File: config.mk
export PLATFORM = sky130hd
export DESIGN_NAME = uart_tx_arbiter_flat
export DESIGN_NICKNAME = d
export VERILOG_FILES = /design/src/rtl/uart_tx_arbiter_if.sv /design/src/rtl/uart_tx_arbiter.sv /design/src/flat_wrapper.sv
export SDC_FILE = /design/constraint.sdc
export NUM_CORES = 1
export LEC_CHECK = 0
export ABC_AREA = 1
export ABC_CLOCK_PERIOD_IN_PS = 1900
export BUFFER_PORTS_ARGS = -buffer_cell sky130_fd_sc_hd__buf_2
export CAP_MARGIN = 20
export CORE_MARGIN = 2
export CORE_UTILIZATION = 46
export CTS_BUF_LIST = sky130_fd_sc_hd__clkbuf_2 sky130_fd_sc_hd__clkbuf_4 sky130_fd_sc_hd__clkbuf_8
export DETAILED_ROUTE_END_ITERATION = 10
export GPL_ROUTABILITY_DRIVEN = 0
export GPL_TIMING_DRIVEN = 0
export PLACE_DENSITY_LB_ADDON = 0.3
export SETUP_SLACK_MARGIN = 0.4
export SYNTH_ARGS = -nofsm -noshare
export SYNTH_HDL_FRONTEND = slang
export SYNTH_SLANG_ARGS = --single-unit
File: constraint.sdc
create_clock -name clk -period 1.9 [get_ports clk]
set_clock_uncertainty 0.05 [all_clocks]
set_input_delay 0 -clock clk [delete_from_list [all_inputs] [get_ports clk]]
set_output_delay 0 -clock clk [all_outputs]
set_load 0.05 [all_outputs]
File: src/rtl/uart_tx_arbiter_if.sv
// rtl/uart_tx_arbiter_if.sv - requester and transmitter signal bundle for uart_tx_arbiter
interface uart_tx_arbiter_if;
    logic [3:0]  req;
    logic [31:0] req_data;
    logic [3:0]  req_last;
    logic [3:0]  ack;
    logic [3:0]  done;
    logic        tx_en_sig;
    logic [7:0]  tx_data;
    logic        tx_done_sig;
    logic        busy;
    logic [1:0]  grant_id;
    logic        timeout;

    // Arbiter side
    modport slave (
        input  req, req_data, req_last, tx_done_sig,
        output ack, done, tx_en_sig, tx_data, busy, grant_id, timeout
    );

    // Requester / transmitter side
    modport master (
        output req, req_data, req_last, tx_done_sig,
        input  ack, done, tx_en_sig, tx_data, busy, grant_id, timeout
    );
endinterface

File: src/rtl/uart_tx_arbiter.sv
// rtl/uart_tx_arbiter.sv - 4-way round-robin UART TX arbiter with message lock (optional watchdog: UART_ARB_TIMEOUT_EN)
module uart_tx_arbiter #(
    parameter int TIMEOUT_CYCLES = 100000
) (
    input  logic             clk,
    input  logic             rst,
    uart_tx_arbiter_if.slave bus
);

    typedef enum logic [1:0] {
        IDLE = 2'd0,
        SEND = 2'd1,
        HOLD = 2'd2
    } state_t;

    state_t     state_q, state_d;
    logic [3:0] ack_q, ack_d;
    logic [3:0] done_q, done_d;
    logic       tx_en_q, tx_en_d;
    logic [7:0] tx_data_q, tx_data_d;
    logic       busy_q, busy_d;
    logic [1:0] grant_q, grant_d;
    logic [1:0] rr_ptr_q, rr_ptr_d;
    logic       last_q, last_d;
    logic       abort_d;
    logic       expired;

    logic       rr_hit;
    logic [1:0] rr_winner;
    logic       cap_en;
    logic [1:0] cap_id;

`ifdef UART_ARB_TIMEOUT_EN
    localparam int CNT_W = (TIMEOUT_CYCLES > 1) ? $clog2(TIMEOUT_CYCLES) : 1;
    localparam logic [CNT_W-1:0] CNT_MAX = CNT_W'(TIMEOUT_CYCLES - 1);

    logic [CNT_W-1:0] cnt_q, cnt_d;
    logic             timeout_q;

    assign expired = (cnt_q == CNT_MAX);

    // Watchdog: restart on every entry to SEND/HOLD, count while waiting there
    always_comb begin
        cnt_d = cnt_q;
        if (state_d == IDLE) begin
            cnt_d = '0;
        end else if (state_d != state_q) begin
            cnt_d = '0;
        end else begin
            cnt_d = cnt_q + 1'b1;
        end
    end

    // Watchdog registers
    always_ff @(posedge clk) begin
        if (rst) begin
            cnt_q     <= '0;
            timeout_q <= 1'b0;
        end else begin
            cnt_q     <= cnt_d;
            timeout_q <= abort_d;
        end
    end

    assign bus.timeout = timeout_q;
`else
    logic unused_timeout_cfg;

    assign expired            = 1'b0;
    assign unused_timeout_cfg = ^{abort_d, TIMEOUT_CYCLES};
    assign bus.timeout        = 1'b0;
`endif

    // Round-robin search starting at rr_ptr_q
    always_comb begin
        rr_hit    = 1'b0;
        rr_winner = rr_ptr_q;
        for (int k = 0; k < 4; k++) begin
            if (!rr_hit && bus.req[rr_ptr_q + 2'(k)]) begin
                rr_hit    = 1'b1;
                rr_winner = rr_ptr_q + 2'(k);
            end
        end
    end

    // Next-state and registered-output logic
    always_comb begin
        state_d   = state_q;
        ack_d     = '0;
        done_d    = '0;
        tx_en_d   = tx_en_q;
        tx_data_d = tx_data_q;
        grant_d   = grant_q;
        rr_ptr_d  = rr_ptr_q;
        last_d    = last_q;
        abort_d   = 1'b0;
        cap_en    = 1'b0;
        cap_id    = grant_q;

        case (state_q)
            IDLE: begin
                if (rr_hit) begin
                    cap_en = 1'b1;
                    cap_id = rr_winner;
                end
            end
            SEND: begin
                if (bus.tx_done_sig) begin
                    tx_en_d         = 1'b0;
                    done_d[grant_q] = 1'b1;
                    if (last_q) begin
                        state_d  = IDLE;
                        rr_ptr_d = grant_q + 2'd1;
                    end else begin
                        state_d = HOLD;
                    end
                end else if (expired) begin
                    tx_en_d  = 1'b0;
                    abort_d  = 1'b1;
                    state_d  = IDLE;
                    rr_ptr_d = grant_q + 2'd1;
                end
            end
            HOLD: begin
                // Message lock: only the current owner may continue
                if (bus.req[grant_q]) begin
                    cap_en = 1'b1;
                    cap_id = grant_q;
                end else if (expired) begin
                    abort_d  = 1'b1;
                    state_d  = IDLE;
                    rr_ptr_d = grant_q + 2'd1;
                end
            end
            default: begin
                state_d = IDLE;
            end
        endcase

        if (cap_en) begin
            tx_data_d     = bus.req_data[{cap_id, 3'b000} +: 8];
            ack_d[cap_id] = 1'b1;
            tx_en_d       = 1'b1;
            grant_d       = cap_id;
            last_d        = bus.req_last[cap_id];
            state_d       = SEND;
        end

        busy_d = (state_d != IDLE);
    end

    // State and output registers
    always_ff @(posedge clk) begin
        if (rst) begin
            state_q   <= IDLE;
            ack_q     <= '0;
            done_q    <= '0;
            tx_en_q   <= 1'b0;
            tx_data_q <= '0;
            busy_q    <= 1'b0;
            grant_q   <= '0;
            rr_ptr_q  <= '0;
            last_q    <= 1'b0;
        end else begin
            state_q   <= state_d;
            ack_q     <= ack_d;
            done_q    <= done_d;
            tx_en_q   <= tx_en_d;
            tx_data_q <= tx_data_d;
            busy_q    <= busy_d;
            grant_q   <= grant_d;
            rr_ptr_q  <= rr_ptr_d;
            last_q    <= last_d;
        end
    end

    assign bus.ack       = ack_q;
    assign bus.done      = done_q;
    assign bus.tx_en_sig = tx_en_q;
    assign bus.tx_data   = tx_data_q;
    assign bus.busy      = busy_q;
    assign bus.grant_id  = grant_q;

endmodule

File: src/flat_wrapper.sv
// flat-port wrapper written by rule: the top's interface ports become plain ports
module uart_tx_arbiter_flat 
#(
    parameter int TIMEOUT_CYCLES = 100000
)
  (clk, rst, bus_req, bus_req_data, bus_req_last, bus_tx_done_sig, bus_ack, bus_done, bus_tx_en_sig, bus_tx_data, bus_busy, bus_grant_id, bus_timeout);
  uart_tx_arbiter_if bus_i ();
  input  logic clk;
  input  logic rst;
  input wire logic [$bits(bus_i.req)-1:0] bus_req;
  input wire logic [$bits(bus_i.req_data)-1:0] bus_req_data;
  input wire logic [$bits(bus_i.req_last)-1:0] bus_req_last;
  input wire logic [$bits(bus_i.tx_done_sig)-1:0] bus_tx_done_sig;
  output wire logic [$bits(bus_i.ack)-1:0] bus_ack;
  output wire logic [$bits(bus_i.done)-1:0] bus_done;
  output wire logic [$bits(bus_i.tx_en_sig)-1:0] bus_tx_en_sig;
  output wire logic [$bits(bus_i.tx_data)-1:0] bus_tx_data;
  output wire logic [$bits(bus_i.busy)-1:0] bus_busy;
  output wire logic [$bits(bus_i.grant_id)-1:0] bus_grant_id;
  output wire logic [$bits(bus_i.timeout)-1:0] bus_timeout;
  assign bus_i.req = bus_req;
  assign bus_i.req_data = bus_req_data;
  assign bus_i.req_last = bus_req_last;
  assign bus_i.tx_done_sig = bus_tx_done_sig;
  assign bus_ack = bus_i.ack;
  assign bus_done = bus_i.done;
  assign bus_tx_en_sig = bus_i.tx_en_sig;
  assign bus_tx_data = bus_i.tx_data;
  assign bus_busy = bus_i.busy;
  assign bus_grant_id = bus_i.grant_id;
  assign bus_timeout = bus_i.timeout;
  uart_tx_arbiter #(.TIMEOUT_CYCLES(TIMEOUT_CYCLES)) u_core (.clk(clk), .rst(rst), .bus(bus_i));
endmodule
; Word level (Yosys, flattened, before mapping)
; Cells that the tools add are included.
[totals]
elab_cells = 79
regBits = 25
n_memories = 0
output_inout_bits = 21
latchBits = 0
ramBits = 0
rom_bits = 0
[op_classes]
eq_ne = 2
n_reduce_logical = 17
n_bitwise = 3
n_mux = 35
magnitude_cmp = 8
n_mul = 0
shifts = 1
n_addsub = 4
n_div = 0
[ops]
columns = operator, n
row1 = indexed part select 32 x 6 -> 8 bit, 1
row2 = "less-than comparator 2 x 3 -> 1 bit, second input constant", 6
row3 = two-way mux 1 bit, 17
row4 = two-way mux 2 bit, 8
row5 = binary-select mux 1 bit (select 2 bit), 6
row6 = nonzero test 2 bit, 3
row7 = logical AND 1 bit, 5
row8 = "adder 2 x 1 -> 2 bit, second input constant", 2
row9 = "adder 2 bit, second input constant", 2
row10 = demux 1 bit (select 2 bit), 2
row11 = ">= comparator 2 x 1 -> 1 bit, second input constant", 2
row12 = case mux 2 bit (2 select lines), 1
row13 = OR reduction 2 bit, 2
row14 = zero test 1 bit, 3
row15 = inverter 1 bit, 3
row16 = AND reduction 3 bit, 1
row17 = OR reduction 3 bit, 1
row18 = "equality test 2 x 1 -> 1 bit, second input constant", 1
row19 = "equality test 2 bit, second input constant", 1
row20 = zero test 2 bit, 1
row21 = case mux 1 bit (2 select lines), 1
row22 = AND reduction 2 bit, 1

; Depth between registers and ports, before layout
[logic_depth]
ltp_word = 18
mapped_depth = 19
depth_no_buf = 17

; Worst setup path after synthesis
; OpenSTA, ideal clock, no wires.
[synth_path]
kind = flip-flop to flip-flop
from = register u_core.rr_ptr_q[0]
to = register u_core.tx_data_q[3], in the netlist u_core.bus.tx_data[3]
n_path_buf = 2
slack_ns = 0.035
arrival_ns = 1.706
setup_ns = 0.109
synth_period_minus_slack_ns = 1.865
path_stages_with_launch = 16
path_cell_list = dfxtp_1 > buf_4 > nand2_1 > nand2_2 > nand2_1 > nand2_2 > nand3_2 > o21ai_2 > nand2_4 > buf_2 > nand3_1 > nand2_1 > nand2_1 > nand3_1 > nand2_1 > inv_1
[synth_via]
elab_chain_cells = 15
word_cells_on_any_way = 29
[synth_rtl]
columns = element, line
row1 = from (decl), uart_tx_arbiter.sv:23  ; logic [1:0] rr_ptr_q, rr_ptr_d;
row2 = from (signal assigned), uart_tx_arbiter.sv:172  ; rr_ptr_q <= rr_ptr_d;
row3 = branches (longest 15 deep; another with adder 2 x 1 -> 2 bit), n/a
row4 = to (signal assigned), uart_tx_arbiter.sv:169  ; tx_data_q <= tx_data_d;
row5 = to (decl), uart_tx_arbiter.sv:20  ; logic [7:0] tx_data_q, tx_data_d;
; Several ways; the timed one is not identified. The select of a mux whose other input is x is not followed.
; A chain may end at the register's enable or synchronous reset.

; Final worst setup path
; Ends and elaborated chain as after synthesis.

==> results.md <==
* Status: finished with violations
* Violated checks: negative setup slack
* Syn_nets at 327
* Die area at 0.00432 mm^2
* Post-synth cell types at 28
* DR pass1 iterations at 4
* Clk_lat worst skew at 260 ps
* Final min period at 2060 ps
* # rows at 22
* Switching pwr at 1.03 mW
* Peak VDD IR at 0.630 mV
* Initial Util at 0.479
* CTS sink count at 25
* N_diodes at 0
* Port buffer count at 62
* Via count of the routed design at 2,052
* Synth Warn # at 0
* Average size of a mapped cell at 6.26 um^2
* Worst slew margin at 0.634
* Final Hold Viols at 0
* Most used cell, CP: nand2_1
* Clock-pin slew on the worst setup and hold paths at 80 ps
* Gr usage total at 0.225
* CTS Buf Count at 3
* CTS tree: done
* Clock Tree Root: clkbuf_8
* CORE AREA at 0.00366 mm^2
* CP bufs+invs at 5
* Placed cell area at 0.00220 mm^2
* Initial DRC count at 78
* Hold WC Path Type: in2reg
* CP Class: reg2reg
* Post-Synthesis Cell Area at 0.00175 mm^2
* Critical Path RT at 2060 ps
* ANT nets after route at 0
* EDFF count, synth at 0
* TNS Setup at -1440 ps
* Crit end category: flip-flop
* Initial antenna violation count at 0
* Tcrit/Tclk final at 1.09
* Final Util at 0.713
* Crit path max-delay family: simple AND/OR/NAND/NOR gates
* Switch share at 0.454
* Final Hold Slack at 32.6 ps
* Max Cap Viol at 0
* First-pass GRT wire length at 7780 um
* Vias per inst at 4.93
* Pint at 1.24 mW
* Crit-path max FO at 8
* Largest net degree at the start of global routing at 15
* Cells after Synth at 280
* Commonest non-fill, non-tap cell in the layout: nand2_1
* PwrDens at 869 mW/mm^2
* Synthesized flop and latch total at 25
* Ports at 64
* Fill count at 320
* Slowest cell delay on critical path at 390 ps
* Die height at 65.7 um
* Crit path launch type: flip-flop
* Top FF cell, synth: dfxtp_1
* Commonest non-fill, non-tap cells in the layout: 83 x nand2_1, 63 x buf_2, 32 x inv_1, 24 x nand3_1, 22 x nand2_2
* WP data arrival at 2220 ps
* Total congestion overflow at 0
* Slew at the pin closest to its max-slew limit at 543 ps
* Detailed Route WL at 5060 um
* Layout cells sized above 1 at 0.446
* DP Wirelength at 3360 um
* Fin. max-slew vios at 0
* Worst setup margin at -164 ps
* Tot Pwr at 2.27 mW
* Area grow syn2layout at 49.0%
* Routed len/inst at 12.2 um
* Final nets at 416
* Critical Path Slowest Stage Cell: dfxtp_4
* Max Clk Rate at 484 MHz
* Power share of the combinational group at 0.579
* Unrepaired setup endpoints after global routing: true
* Clock buffer depth at 2
* DRC at 0
* Register area share after synthesis at 0.286
* Fin area at 0.00261 mm^2
* Sequential fraction of design power at 0.288
* Static leakage at 1.45 nW
* Vias in the first global route at 1,826
* CP cell instances: inv_4 > buf_4 > nand2_1 > nand2_1 > nand2_2 > nand2_2 > nand3_4 > nor2_4 > nor2_4 > buf_4 > nor2_2 > a21oi_2 > buf_6 > nand2_1 > nand3_2 > nand2_1 > inv_1
* H-tree Lvls at 1
* Clock Power Share at 0.133
* Final setup violation count at 14
* Die X at 65.7 um
* Fraction of registers with async set/reset at 0
-- logic make-up (layout without fill, tap and decap cells) --
family	count (synthesis)	count (layout)	synth area share
simple gates	179	179	0.480
buf+inv	47	135	0.122
flops	25	25	0.286
compound gates	24	24	0.0814
fa+ha+maj	4	4	0.0286
other cells	1	1	0.00214
-- worst reg2reg max path, delay by kind of cell (launching register included) --
kind	cells	cell delay (ps)
and+or+nand+nor	11	850
AOI/OAI and AO/OA	1	170
buffers and inverters	5	560
DFF	1	390
-- registers in the layout, indices dropped and copies added (netlist names), 2 cells and up --
| register | count |
|---|---|
| u_core.bus.tx_data | 8 |
| u_core.bus.ack | 4 |
| u_core.bus.done | 4 |
| u_core.bus.grant_id | 2 |
| u_core.rr_ptr_q | 2 |
| u_core.state_q | 2 |
-- what timing repair did --
item / CTS / global route
pin swaps: 5 / 8
setup buffers: 12 / 3
hold buffers: 1 / 0
setup endpoints to repair: 19 / 19
gates cloned: 4 / 2
hold endpoints to repair: 5 / 0
gates resized for setup: 27 / 31
-- worst paths after layout --
path,start,end,slack [ps],depth (start not counted)
min,bus_tx_done_sig,u_core.state_q[0]$_SDFF_PP0_,30,4
max reg2reg,u_core.rr_ptr_q[0]$_SDFFE_PP0P_,u_core.bus.tx_data[3]$_SDFFE_PP0P_,-160,17
max,u_core.rr_ptr_q[0]$_SDFFE_PP0P_,u_core.bus.tx_data[3]$_SDFFE_PP0P_,-160,17
min reg2reg,u_core.bus.tx_en_sig$_SDFFE_PP0P_,u_core.bus.tx_en_sig$_SDFFE_PP0P_,410,2
-- area by class of cell --
class / count / area, um^2 / area share
multi-input cells: 208 / 1230 / 0.472
well taps: 48 / 60.1 / 0.0230
plain buffers: 12 / 139 / 0.0532
flip-flops and latches: 25 / 510 / 0.195
repair buffers: 84 / 487 / 0.186
clock buffers: 3 / 41.3 / 0.0158
clock inverters: 1 / 5.00 / 0.00192
inverters: 35 / 136 / 0.0522
-- synth_stat cells (2+ instances only) --
library cell | number | area [um^2]
a21oi_1 | 5 | 25.0
buf_2 | 3 | 15.0
buf_4 | 3 | 22.5
buf_6 | 3 | 33.8
clkbuf_1 | 3 | 11.3
dfxtp_1 | 25 | 500
ha_1 | 4 | 50.1
inv_1 | 32 | 120
inv_2 | 3 | 11.3
nand2_1 | 96 | 360
nand2_2 | 17 | 106
nand2_4 | 3 | 33.8
nand3_1 | 34 | 170
nand3_2 | 2 | 20.0
nand4_1 | 2 | 12.5
nor2_1 | 13 | 48.8
nor2_4 | 2 | 22.5
nor3_1 | 6 | 30.0
o21ai_0 | 15 | 75.1
-- per-layer routing --
| layer | GRT usage | share of wire |
|---|---|---|
| met1 | 0.266 | 0.39 |
| met4 | 0.0339 | 0.015 |
| met3 | 0.0497 | 0.072 |
| met2 | 0.420 | 0.52 |
| met5 | 0 | 0 |
-- power by group through the flow --
stage               Sequential (mW)  Clock, mW  Combinational (mW)
floorplan                     0.883          0               0.612
global placement              0.661          0                1.07
detailed placement            0.663          0                1.08
CTS                           0.651      0.309                1.22
global route                  0.662      0.327                1.43
finish                        0.653      0.303                1.31
-- stage by stage --
stage          cells  worst slack, ps
2_1_floorplan    280              119
3_3_place_gp     390            -91.5
3_5_place_dp     390             -116
4_1_cts          411            -43.1
5_1_grt          416             -296
6_report         416             -164
(Power assumes the default switching activity.)
